**config.mk**
```make
export PLATFORM = sky130hd
export DESIGN_NAME = dsm_sample_ctrl
export DESIGN_NICKNAME = d
export VERILOG_FILES = /design/src/rtl/dsm_sample_ctrl.sv
export SDC_FILE = /design/constraint.sdc
export NUM_CORES = 1
export LEC_CHECK = 0
export ABC_AREA = 1
export CAP_MARGIN = 20
export CORE_MARGIN = 2
export CORE_UTILIZATION = 51
export DETAILED_ROUTE_END_ITERATION = 10
export GPL_ROUTABILITY_DRIVEN = 0
export PLACE_DENSITY = 0.7
export SETUP_SLACK_MARGIN = 0.4
export SLEW_MARGIN = 40
export SYNTH_ARGS = -nofsm -noshare
export SYNTH_HDL_FRONTEND = slang
export SYNTH_SLANG_ARGS = --single-unit
```
**constraint.sdc**
```tcl
create_clock -name clock -period 4.95 [get_ports clock]
set_input_delay 0.99 -clock clock [delete_from_list [all_inputs] [get_ports clock]]
set_output_delay 0.99 -clock clock [all_outputs]
set_load 0.005 [all_outputs]
```
**src/rtl/dsm_sample_ctrl.sv**
```systemverilog
// Sample scheduler/sequencer for the delta-sigma modulator: sample FIFO, OSR pacing,
// modulator reset and soft-start/stop gain ramp. Optional dither: DSM_SAMPLE_CTRL_DITHER_EN.
module dsm_sample_ctrl #(
  parameter int T_BITS     = 15,
  parameter int OSR        = 64,
  parameter int FIFO_DEPTH = 4,
  parameter int RAMP_SHIFT = 4
) (
  input  logic              clock,
  input  logic              reset_n,
  input  logic              enable,
  input  logic              clr_underrun,
  input  logic              s_valid,
  input  logic [T_BITS-1:0] s_data,
  output logic              s_ready,
  output logic [T_BITS-1:0] vin,
  output logic [T_BITS-6:0] dith,
  output logic              dsm_reset,
  output logic [1:0]        state,
  output logic              underrun
);

  typedef enum logic [1:0] {IDLE = 2'd0, RAMP = 2'd1, RUN = 2'd2, DRAIN = 2'd3} state_t;

  localparam int TICK_W = (OSR > 1) ? $clog2(OSR) : 1;
  localparam int PTR_W  = (FIFO_DEPTH > 1) ? $clog2(FIFO_DEPTH) : 1;
  localparam int CNT_W  = PTR_W + 1;
  localparam int PW     = T_BITS + RAMP_SHIFT + 1;

  localparam logic [TICK_W-1:0]   TICK_LAST = TICK_W'(OSR - 1);
  localparam logic [CNT_W-1:0]    CNT_FULL  = CNT_W'(FIFO_DEPTH);
  localparam logic [RAMP_SHIFT:0] GAIN_FULL = {1'b1, {RAMP_SHIFT{1'b0}}};
  localparam logic [RAMP_SHIFT:0] GAIN_ONE  = {{RAMP_SHIFT{1'b0}}, 1'b1};

  state_t                    state_q, state_d;
  logic [TICK_W-1:0]         tick_q;
  logic [RAMP_SHIFT:0]       gain_q, gain_d;
  logic signed [T_BITS-1:0]  held_q;
  logic [T_BITS-1:0]         mem [FIFO_DEPTH];
  logic [PTR_W-1:0]          wr_ptr_q, rd_ptr_q;
  logic [CNT_W-1:0]          count_q;
  logic [T_BITS-1:0]         vin_d;
  logic                      tick_end, fetch, fifo_empty, push, pop, flush, underrun_set;

  assign tick_end   = (tick_q == TICK_LAST);
  assign fifo_empty = (count_q == '0);
  assign s_ready    = (count_q != CNT_FULL) && (state_q != DRAIN);
  assign push       = s_valid && s_ready;
  assign pop        = fetch && !fifo_empty;
  assign flush      = (state_q != IDLE) && (state_d == IDLE);
  assign underrun_set = fetch && fifo_empty && (state_q == RAMP || state_q == RUN);
  assign state      = state_q;

  // NOTE: every variable written here gets a default first so no path can infer a latch.
  always_comb begin
    state_d = state_q;
    gain_d  = gain_q;
    fetch   = 1'b0;
    case (state_q)
      IDLE: begin
        if (enable) begin
          state_d = RAMP;
          gain_d  = GAIN_ONE;
          fetch   = 1'b1;
        end
      end
      RAMP: begin
        fetch = tick_end;
        if (!enable) begin
          state_d = DRAIN;
        end else if (tick_end) begin
          // A ramp resumed from DRAIN may start at full gain; clamp instead of overshooting.
          if (gain_q >= GAIN_FULL - 1'b1) begin
            gain_d  = GAIN_FULL;
            state_d = RUN;
          end else begin
            gain_d = gain_q + 1'b1;
          end
        end
      end
      RUN: begin
        fetch = tick_end;
        if (!enable) state_d = DRAIN;
      end
      DRAIN: begin
        fetch = tick_end;
        if (enable) begin
          state_d = RAMP;
        end else if (tick_end) begin
          gain_d = gain_q - 1'b1;
          if (gain_q == GAIN_ONE) state_d = IDLE;
        end
      end
      default: state_d = IDLE;
    endcase
  end

  // Signed product is wide enough for full-scale negative input at full gain.
  always_comb begin
    vin_d = T_BITS'((PW'(held_q) * PW'($signed({1'b0, gain_q}))) >>> RAMP_SHIFT);
  end

  // NOTE: sequential state uses non-blocking assignments so all registers update together.
  always_ff @(posedge clock or negedge reset_n) begin
    if (!reset_n) begin
      state_q   <= IDLE;
      tick_q    <= '0;
      gain_q    <= '0;
      held_q    <= '0;
      vin       <= '0;
      dsm_reset <= 1'b1;
      underrun  <= 1'b0;
      wr_ptr_q  <= '0;
      rd_ptr_q  <= '0;
      count_q   <= '0;
    end else begin
      state_q   <= state_d;
      gain_q    <= gain_d;
      vin       <= vin_d;
      dsm_reset <= (state_d == IDLE);
      if (state_q == IDLE || tick_end) tick_q <= '0;
      else                             tick_q <= tick_q + 1'b1;
      if (underrun_set)      underrun <= 1'b1;
      else if (clr_underrun) underrun <= 1'b0;
      if (flush) begin
        wr_ptr_q <= '0;
        rd_ptr_q <= '0;
        count_q  <= '0;
        held_q   <= '0;
      end else begin
        if (push) wr_ptr_q <= wr_ptr_q + 1'b1;
        if (pop) begin
          rd_ptr_q <= rd_ptr_q + 1'b1;
          held_q   <= mem[rd_ptr_q];
        end
        if (push && !pop)      count_q <= count_q + 1'b1;
        else if (pop && !push) count_q <= count_q - 1'b1;
      end
    end
  end

  // NOTE: FIFO storage has no reset; the count and pointers alone define which entries are valid.
  always_ff @(posedge clock) begin
    if (push) mem[wr_ptr_q] <= s_data;
  end

`ifdef DSM_SAMPLE_CTRL_DITHER_EN
  logic [15:0] lfsr_q;

  // Galois LFSR, x^16+x^14+x^13+x^11+1, shifting right.
  always_ff @(posedge clock or negedge reset_n) begin
    if (!reset_n) begin
      lfsr_q <= 16'hACE1;
      dith   <= '0;
    end else begin
      if (state_q != IDLE)
        lfsr_q <= {1'b0, lfsr_q[15:1]} ^ (lfsr_q[0] ? 16'hB400 : 16'h0000);
      if (state_q == IDLE) dith <= '0;
      else                 dith <= {{(T_BITS-9){lfsr_q[3]}}, lfsr_q[3:0]};
    end
  end
`else
  assign dith = '0;
`endif

endmodule

```
==> flow_metrics.env, run 1 <==
export IMPL_netlist_area_leader_share=0.238
export IMPL_cp_data_arrival_time_ps=4250
export IMPL_rr_endpoint="vin[9]"
export IMPL_stdcell_count=1090
export IMPL_synthAdderAreaFrac=0.191
export IMPL_synth_top_family_by_area="adder cells"
export IMPL_netlist_area_mm2=0.00756
export IMPL_die_h_um=126
export IMPL_worstReg2RegStart="gain_q[2]"
export IMPL_placed_area_mm2=0.00806
export IMPL_fin_util=0.578
export IMPL_endpoint_kind="flip-flop"
export IMPL_cellLeakagePower_nw=4.51
export IMPL_clock_sinks=112
export IMPL_cap_violations=0
export IMPL_dpl_hpwl_mm=9.76
export IMPL_grt_util_met3=0.0336
export IMPL_cts_tree="built"
export IMPL_clockRootBuffer="clkbuf_16"
export IMPL_row_count=44
export IMPL_met1_usage=0.247
export IMPL_met2_usage=0.323
export IMPL_initial_utilization=0.520
export IMPL_holdPathStages=1
export IMPL_rsz0062_at_grt="no"
export IMPL_netlist_instances=870
export IMPL_num_fill_cells=1315
export IMPL_yosys_area_top_type="edfxtp_1"
export IMPL_multi_input_area_mm2=0.00355
export IMPL_synth_cell_types=45
export IMPL_clk_latency_ps=360
export IMPL_async_flop_share=0.464
export IMPL_cts_htree_levels=3
export IMPL_synth_seq_area_share=0.411
export IMPL_syn_mean_instance_area_um2=8.69
export IMPL_relSlewSlack=0.498
export IMPL_finalWirelength_mm=13.7
export IMPL_power_density_mw_per_mm2=500
export IMPL_syn_to_final_growth_pct=11.1
export IMPL_core_mm2=0.0145
export IMPL_cts_clk_slew_worst_paths_ps=90
export IMPL_ant_nets=0
export IMPL_postCtsSetupRepairBufs=0
export IMPL_overflow=0
export IMPL_setup_violations=0
export IMPL_viasPerCell=4.88
export IMPL_reg2reg_slack_ps=950
export IMPL_grt_pass1_wl_mm=24.1
export IMPL_required_ps=5200
export IMPL_synth_main_ff_cell="edfxtp_1"
export IMPL_synth_warnings=0
export IMPL_whs_ps=472
export IMPL_die_area_mm2=0.0158
export IMPL_reg2reg_depth=15
export IMPL_synth_edf_count=60
export IMPL_ios=50
export IMPL_status="finished, final reports clean"
export IMPL_min_to="tick_q[0]"
export IMPL_synth_mux_area_frac=0
export IMPL_final_min_clock_period_ps=4000
export IMPL_grt_use_total=0.186
export IMPL_hold_buffers=0
export IMPL_cts_repair_resized=0
export IMPL_io_buffers=39
export IMPL_synth_seq_cells=112
export IMPL_slew_viol_final=0
export IMPL_worst_slew_pin_slew_ps=754
export IMPL_die_x_um=126
export IMPL_worstSetupPathType="flip-flop to flip-flop"
export IMPL_finalInstanceArea_mm2=0.00840
export IMPL_first_pass_iters=4
export IMPL_crit_path_start_kind="flip-flop"
export IMPL_drt_iter0_markers=274
export IMPL_grt_pass1_vias=5216
export IMPL_fmax_ghz=0.250
export IMPL_grt_max_degree=53
export IMPL_ir_drop_mv=0.280
export IMPL_skew_ps=12.0
export IMPL_grt_busiest_layer="met2"
export IMPL_tns_ps=0
export IMPL_netlist_top_cells_area="edfxtp_1 24%, dfrtp_1 17%, fa_1 12%"
export IMPL_hp_start="tick_q[0]"
export IMPL_regArea_mm2=0.00310
export IMPL_antenna_found_initial=0
export IMPL_cts_max_path_buffers=2
export IMPL_drive_above_1_share=0.0519
export IMPL_drt_wirelength_per_cell_um=12.6
export IMPL_finalCritPeriodShare=0.809
export IMPL_cts_buffers=9
export IMPL_synthSimpleGateAreaFrac=0.171
export IMPL_min_path_type="flip-flop to flip-flop"
export IMPL_final_nets=1010
export IMPL_synth_xor_area_frac=0.0255
export IMPL_antenna_cells=0
export IMPL_hold_violations=0
export IMPL_synth_compound_area_frac=0.0752
export IMPL_vias=5321
export IMPL_placed_cells=1074
export IMPL_drc=0
export IMPL_crit_fanout=22
==> report_power, final <==
| group | switching, mW | leakage (nW) | internal, mW |
|---|---|---|---|
| sequential | 0.252 | 1.21 | 1.24 |
| combinational | 1.18 | 3.14 | 0.754 |
| clock | 0.402 | 0.161 | 0.378 |
| total | 1.83 | 4.51 | 2.37 |
==> worst max path at each step <==
stage          startpoint  endpoint  slack, ps
2_1_floorplan   gain_q[2]    vin[9]       1150
3_3_place_gp    gain_q[2]    vin[9]       1030
3_5_place_dp    gain_q[2]    vin[9]        950
4_1_cts         gain_q[2]    vin[9]        940
5_1_grt         gain_q[2]    vin[9]        710
6_report        gain_q[2]    vin[9]        950
==> cells in the final DEF (no fill, tap or decap), types with 2 or more instances in the layout <==
| cell | count |
|---|---|
| nand2_2 | 5 |
| inv_1 | 195 |
| conb_1 | 10 |
| nor3_1 | 6 |
| o22ai_1 | 18 |
| o31ai_1 | 2 |
| nor2_4 | 4 |
| dfrtp_1 | 51 |
| ha_1 | 45 |
| a21oi_1 | 24 |
| clkdlybuf4s50_1 | 38 |
| inv_2 | 6 |
| edfxtp_1 | 60 |
| clkbuf_16 | 9 |
| xor2_1 | 14 |
| o21ai_0 | 52 |
| nor2_1 | 54 |
| buf_4 | 4 |
| fa_1 | 44 |
| xnor2_1 | 8 |
| nand2_1 | 209 |
| nand3_4 | 2 |
| nand4_1 | 2 |
| nor3_2 | 2 |
| inv_8 | 2 |
| nand3_1 | 15 |
| nand3b_1 | 2 |
| clkinv_8 | 3 |
==> worst max-delay path: stages, from the launching register on <==
cell and delay (ps):
dfrtp_1 840, nand2_1 100, inv_1 110, fa_1 410
fa_1 490, inv_1 50, fa_1 520, inv_1 40
ha_1 340, a21oi_1 160, nand2_1 110, a21oi_1 250
o21ai_0 170, nand2_1 90, nand2_1 60, xor2_1 150
==> logic make-up after synthesis <==
| logic type | after synthesis |
|---|---|
| buf+inv | 235 |
| xor+xnor | 22 |
| fa+ha+maj | 89 |
| other cells | 1 |
| compound gates | 103 |
| flops | 112 |
| simple gates | 308 |
==> state kept, by name (all words and copies together), names as in the netlist <==
| name | cells |
|---|---|
| gain_q | 5 |
| vin | 15 |
| held_q | 15 |
| mem | 60 |
| wr_ptr_q | 2 |
| state | 2 |
| tick_q | 6 |
| dsm_reset | 1 |
| underrun | 1 |
| rd_ptr_q | 2 |
| count_q | 3 |
==> synthesized netlist by cell type, types with 13 or more instances <==
cell type  number
o21ai_0        52
nand2_1       209
nand3_1        15
dfrtp_1        51
o22ai_1        18
a21oi_1        24
ha_1           45
xor2_1         14
inv_1         196
fa_1           44
clkbuf_1       13
edfxtp_1       60
nor2_1         56
==> metrics by stage <==
step | power, mW | setup slack [ps]
after global placement | 3.40 | 1030
after CTS | 4.25 | 936
after floorplan | 2.94 | 1150
after detailed placement | 3.45 | 951
after global routing | 4.61 | 714
final | 4.20 | 945
==> routing by layer <==
metal | part of all wire | vias up
met5 | 0 | -
li1 | - | 2710
met3 | 0.034 | 9
met1 | 0.47 | 2496
met4 | 0.011 | 0
met2 | 0.48 | 106
==> cell type report <==
| type | instances | share of cell area |
|---|---|---|
| Clock inverter | 7 | 0.0128 |
| Multi-Input combinational cell | 532 | 0.422 |
| Tap cell | 184 | 0.0274 |
| Clock buffer | 9 | 0.0268 |
| Sequential cell | 112 | 0.370 |
| Inverter | 203 | 0.0913 |
| Timing Repair Buffer | 43 | 0.0495 |
(Power assumes the default switching activity.)
==> run 2, diff against run 1 <==
==> constraint.sdc (replaced) <==
create_clock -name clock -period 4 [get_ports clock]
set_input_delay 0.8 -clock clock [delete_from_list [all_inputs] [get_ports clock]]
set_output_delay 0.8 -clock clock [all_outputs]
set_load 0.005 [all_outputs]
==> run 2 against run 1 <==
Sequential cell count unchanged. Final area up 6.0%. Count of clock-buffer cells in the layout unchanged. Hold slack worse by 3.0 ps. Combinational power up 51%. Die area unchanged. Global-route usage up 0.14 points. Utilization up 3.5 points. Maximum frequency up 14%. First-iteration DRC count down 11%. Non-clock buffer count up 27. Critical path type unchanged. Critical endpoint is now vin[11].
==> flow_metrics.env, run 2 (synthesis results as in run 1) <==
export IMPL_final_nets=1037
export IMPL_clkPwrFrac=0.166
export IMPL_antenna_found_initial=0
export IMPL_endpoint_kind="flip-flop"
export IMPL_placed_cells=1079
export IMPL_total_power_mw=5.63
export IMPL_clk_latency_ps=360
export IMPL_worstSetupPathType="flip-flop to flip-flop"
export IMPL_drt_iter0_markers=245
export IMPL_setup_violations=0
export IMPL_reg_top3="mem (60), held_q (15), vin (15)"
export IMPL_overflow=0
export IMPL_cts_max_path_buffers=2
export IMPL_stdcell_count=1117
export IMPL_ir_drop_mv=0.338
export IMPL_power_density_mw_per_mm2=633
export IMPL_vias=5517
export IMPL_antenna_cells=0
export IMPL_layout_common_cells="196 x nand2_1, 188 x inv_1, 60 x edfxtp_1"
export IMPL_cts_htree_levels=3
export IMPL_drc=0
export IMPL_final_min_clock_period_ps=3500
export IMPL_clock_sinks=112
export IMPL_syn_to_final_growth_pct=17.8
export IMPL_tns_ps=0
export IMPL_grt_use_total=0.188
export IMPL_core_mm2=0.0145
export IMPL_regMostFlops="mem"
export IMPL_min_path_type="flip-flop to flip-flop"
export IMPL_clockRootBuffer="clkbuf_16"
export IMPL_slew_viol_final=0
export IMPL_cts_tree="built"
export IMPL_rsz0062_at_grt="no"
export IMPL_cts_clk_slew_worst_paths_ps=80
export IMPL_first_pass_iters=4
export IMPL_p_switching_mw=2.44
export IMPL_finalCritPeriodShare=0.875
export IMPL_cp_data_arrival_time_ps=3780
export IMPL_status="finished, final reports clean"
export IMPL_cts_buffers=9
export IMPL_ios=50
export IMPL_num_fill_cells=1217
export IMPL_p_seq_frac=0.318
export IMPL_cellLeakagePower_nw=4.66
export IMPL_layout_commonest_cell="nand2_1"
export IMPL_grt_pass1_vias=5247
export IMPL_switching_share=0.434
export IMPL_fin_util=0.612
export IMPL_crit_path_start_kind="flip-flop"
export IMPL_required_ps=4280
export IMPL_viasPerCell=4.94
export IMPL_hold_violations=0
export IMPL_holdPathStages=1
export IMPL_finalWirelength_mm=14.9
export IMPL_p_int_mw=3.19
export IMPL_ant_nets=0
export IMPL_die_h_um=126
export IMPL_largest_reg_flops=60
export IMPL_row_count=44
export IMPL_reg2reg_depth=15
export IMPL_dpl_hpwl_mm=10.3
export IMPL_pwr_share_comb=0.516
export IMPL_die_area_mm2=0.0158
export IMPL_worst_slew_pin_slew_ps=684
export IMPL_initial_utilization=0.520
export IMPL_drive_above_1_share=0.144
export IMPL_crit_fanout=5
export IMPL_io_buffers=39
export IMPL_grt_max_degree=53
export IMPL_grt_pass1_wl_mm=24.2
export IMPL_die_x_um=126
export IMPL_fmax_ghz=0.286
export IMPL_cap_violations=0
export IMPL_drt_wirelength_per_cell_um=13.3
export IMPL_skew_ps=7.93
export IMPL_relSlewSlack=0.544
[run 2: changes by cell type in the layout (fill, tap and decap cells not counted), sizes merged]
cell    before  now
buf          5   31
inv        205  204
clkbuf       9   10
clkinv       5    6
[run 2: critical path, stage by stage (launching register included)]
cell       delay (ps)
dfrtp_2           440
buf_4             160
buf_4             130
nand2_1            50
inv_1              50
fa_1              480
fa_1              520
inv_1              60
fa_2              570
inv_2              50
ha_4              300
nand2_2            90
nor2_2            140
nand3_1           110
o2111ai_2         100
xor2_1            170
[run 2: power by group through the flow]
stage               logic (mW)  clock network, mW  registers (mW)
finish                    2.91              0.937            1.79
global route              3.31              0.999            1.83
CTS                       2.48              0.960            1.82
detailed placement        2.46                  0            1.85
global placement          2.40                  0            1.84
floorplan                 1.95                  0            1.72
[run 2: area by class of cell]
| cell class | count | area [um^2] | share of cell area |
|---|---|---|---|
| tap | 184 | 230 | 0.0259 |
| clock buffer | 9 | 225 | 0.0253 |
| inverter | 203 | 767 | 0.0862 |
| timing repair buffer | 70 | 642 | 0.0721 |
| clock inverter | 7 | 101 | 0.0114 |
| multi-input combinational | 532 | 3820 | 0.429 |
| sequential | 112 | 3110 | 0.350 |
[run 2: metrics by stage]
| stage | hold slack (ps) | cell area, um^2 | worst slack, ps |
|---|---|---|---|
| 2_1_floorplan | 433 | 7630 | 422 |
| 3_3_place_gp | 452 | 8120 | 208 |
| 3_5_place_dp | 463 | 8120 | 215 |
| 4_1_cts | 474 | 8450 | 401 |
| 5_1_grt | 497 | 8900 | 299 |
| 6_report | 469 | 8900 | 499 |
[run 2: final timing paths]
path / slack, ps / endpoint / from
max: 500 / vin[11] / gain_q[1]
min: 470 / tick_q[0] / tick_q[0]
max reg2reg: 500 / vin[11] / gain_q[1]
min reg2reg: 470 / tick_q[0] / tick_q[0]
max in group asynchronous: 2920 / gain_q[0] / reset_n
min in group asynchronous: 540 / vin[1] / reset_n
[run 2: timing repair]
action	4_1_cts	5_1_grt
setup buffers	0	22
setup endpoints to repair	7	9
hold buffers	0	0
resized for setup	3	80
pin swaps	0	28
[run 2: metal layers]
| metal | up-vias | track usage | part of all wire |
|---|---|---|---|
| met3 | 22 | 0.0319 | 0.041 |
| li1 | 2766 | - | - |
| met5 | - | 0 | 0 |
| met4 | 0 | 0.0575 | 0.018 |
| met2 | 128 | 0.328 | 0.51 |
| met1 | 2601 | 0.241 | 0.43 |
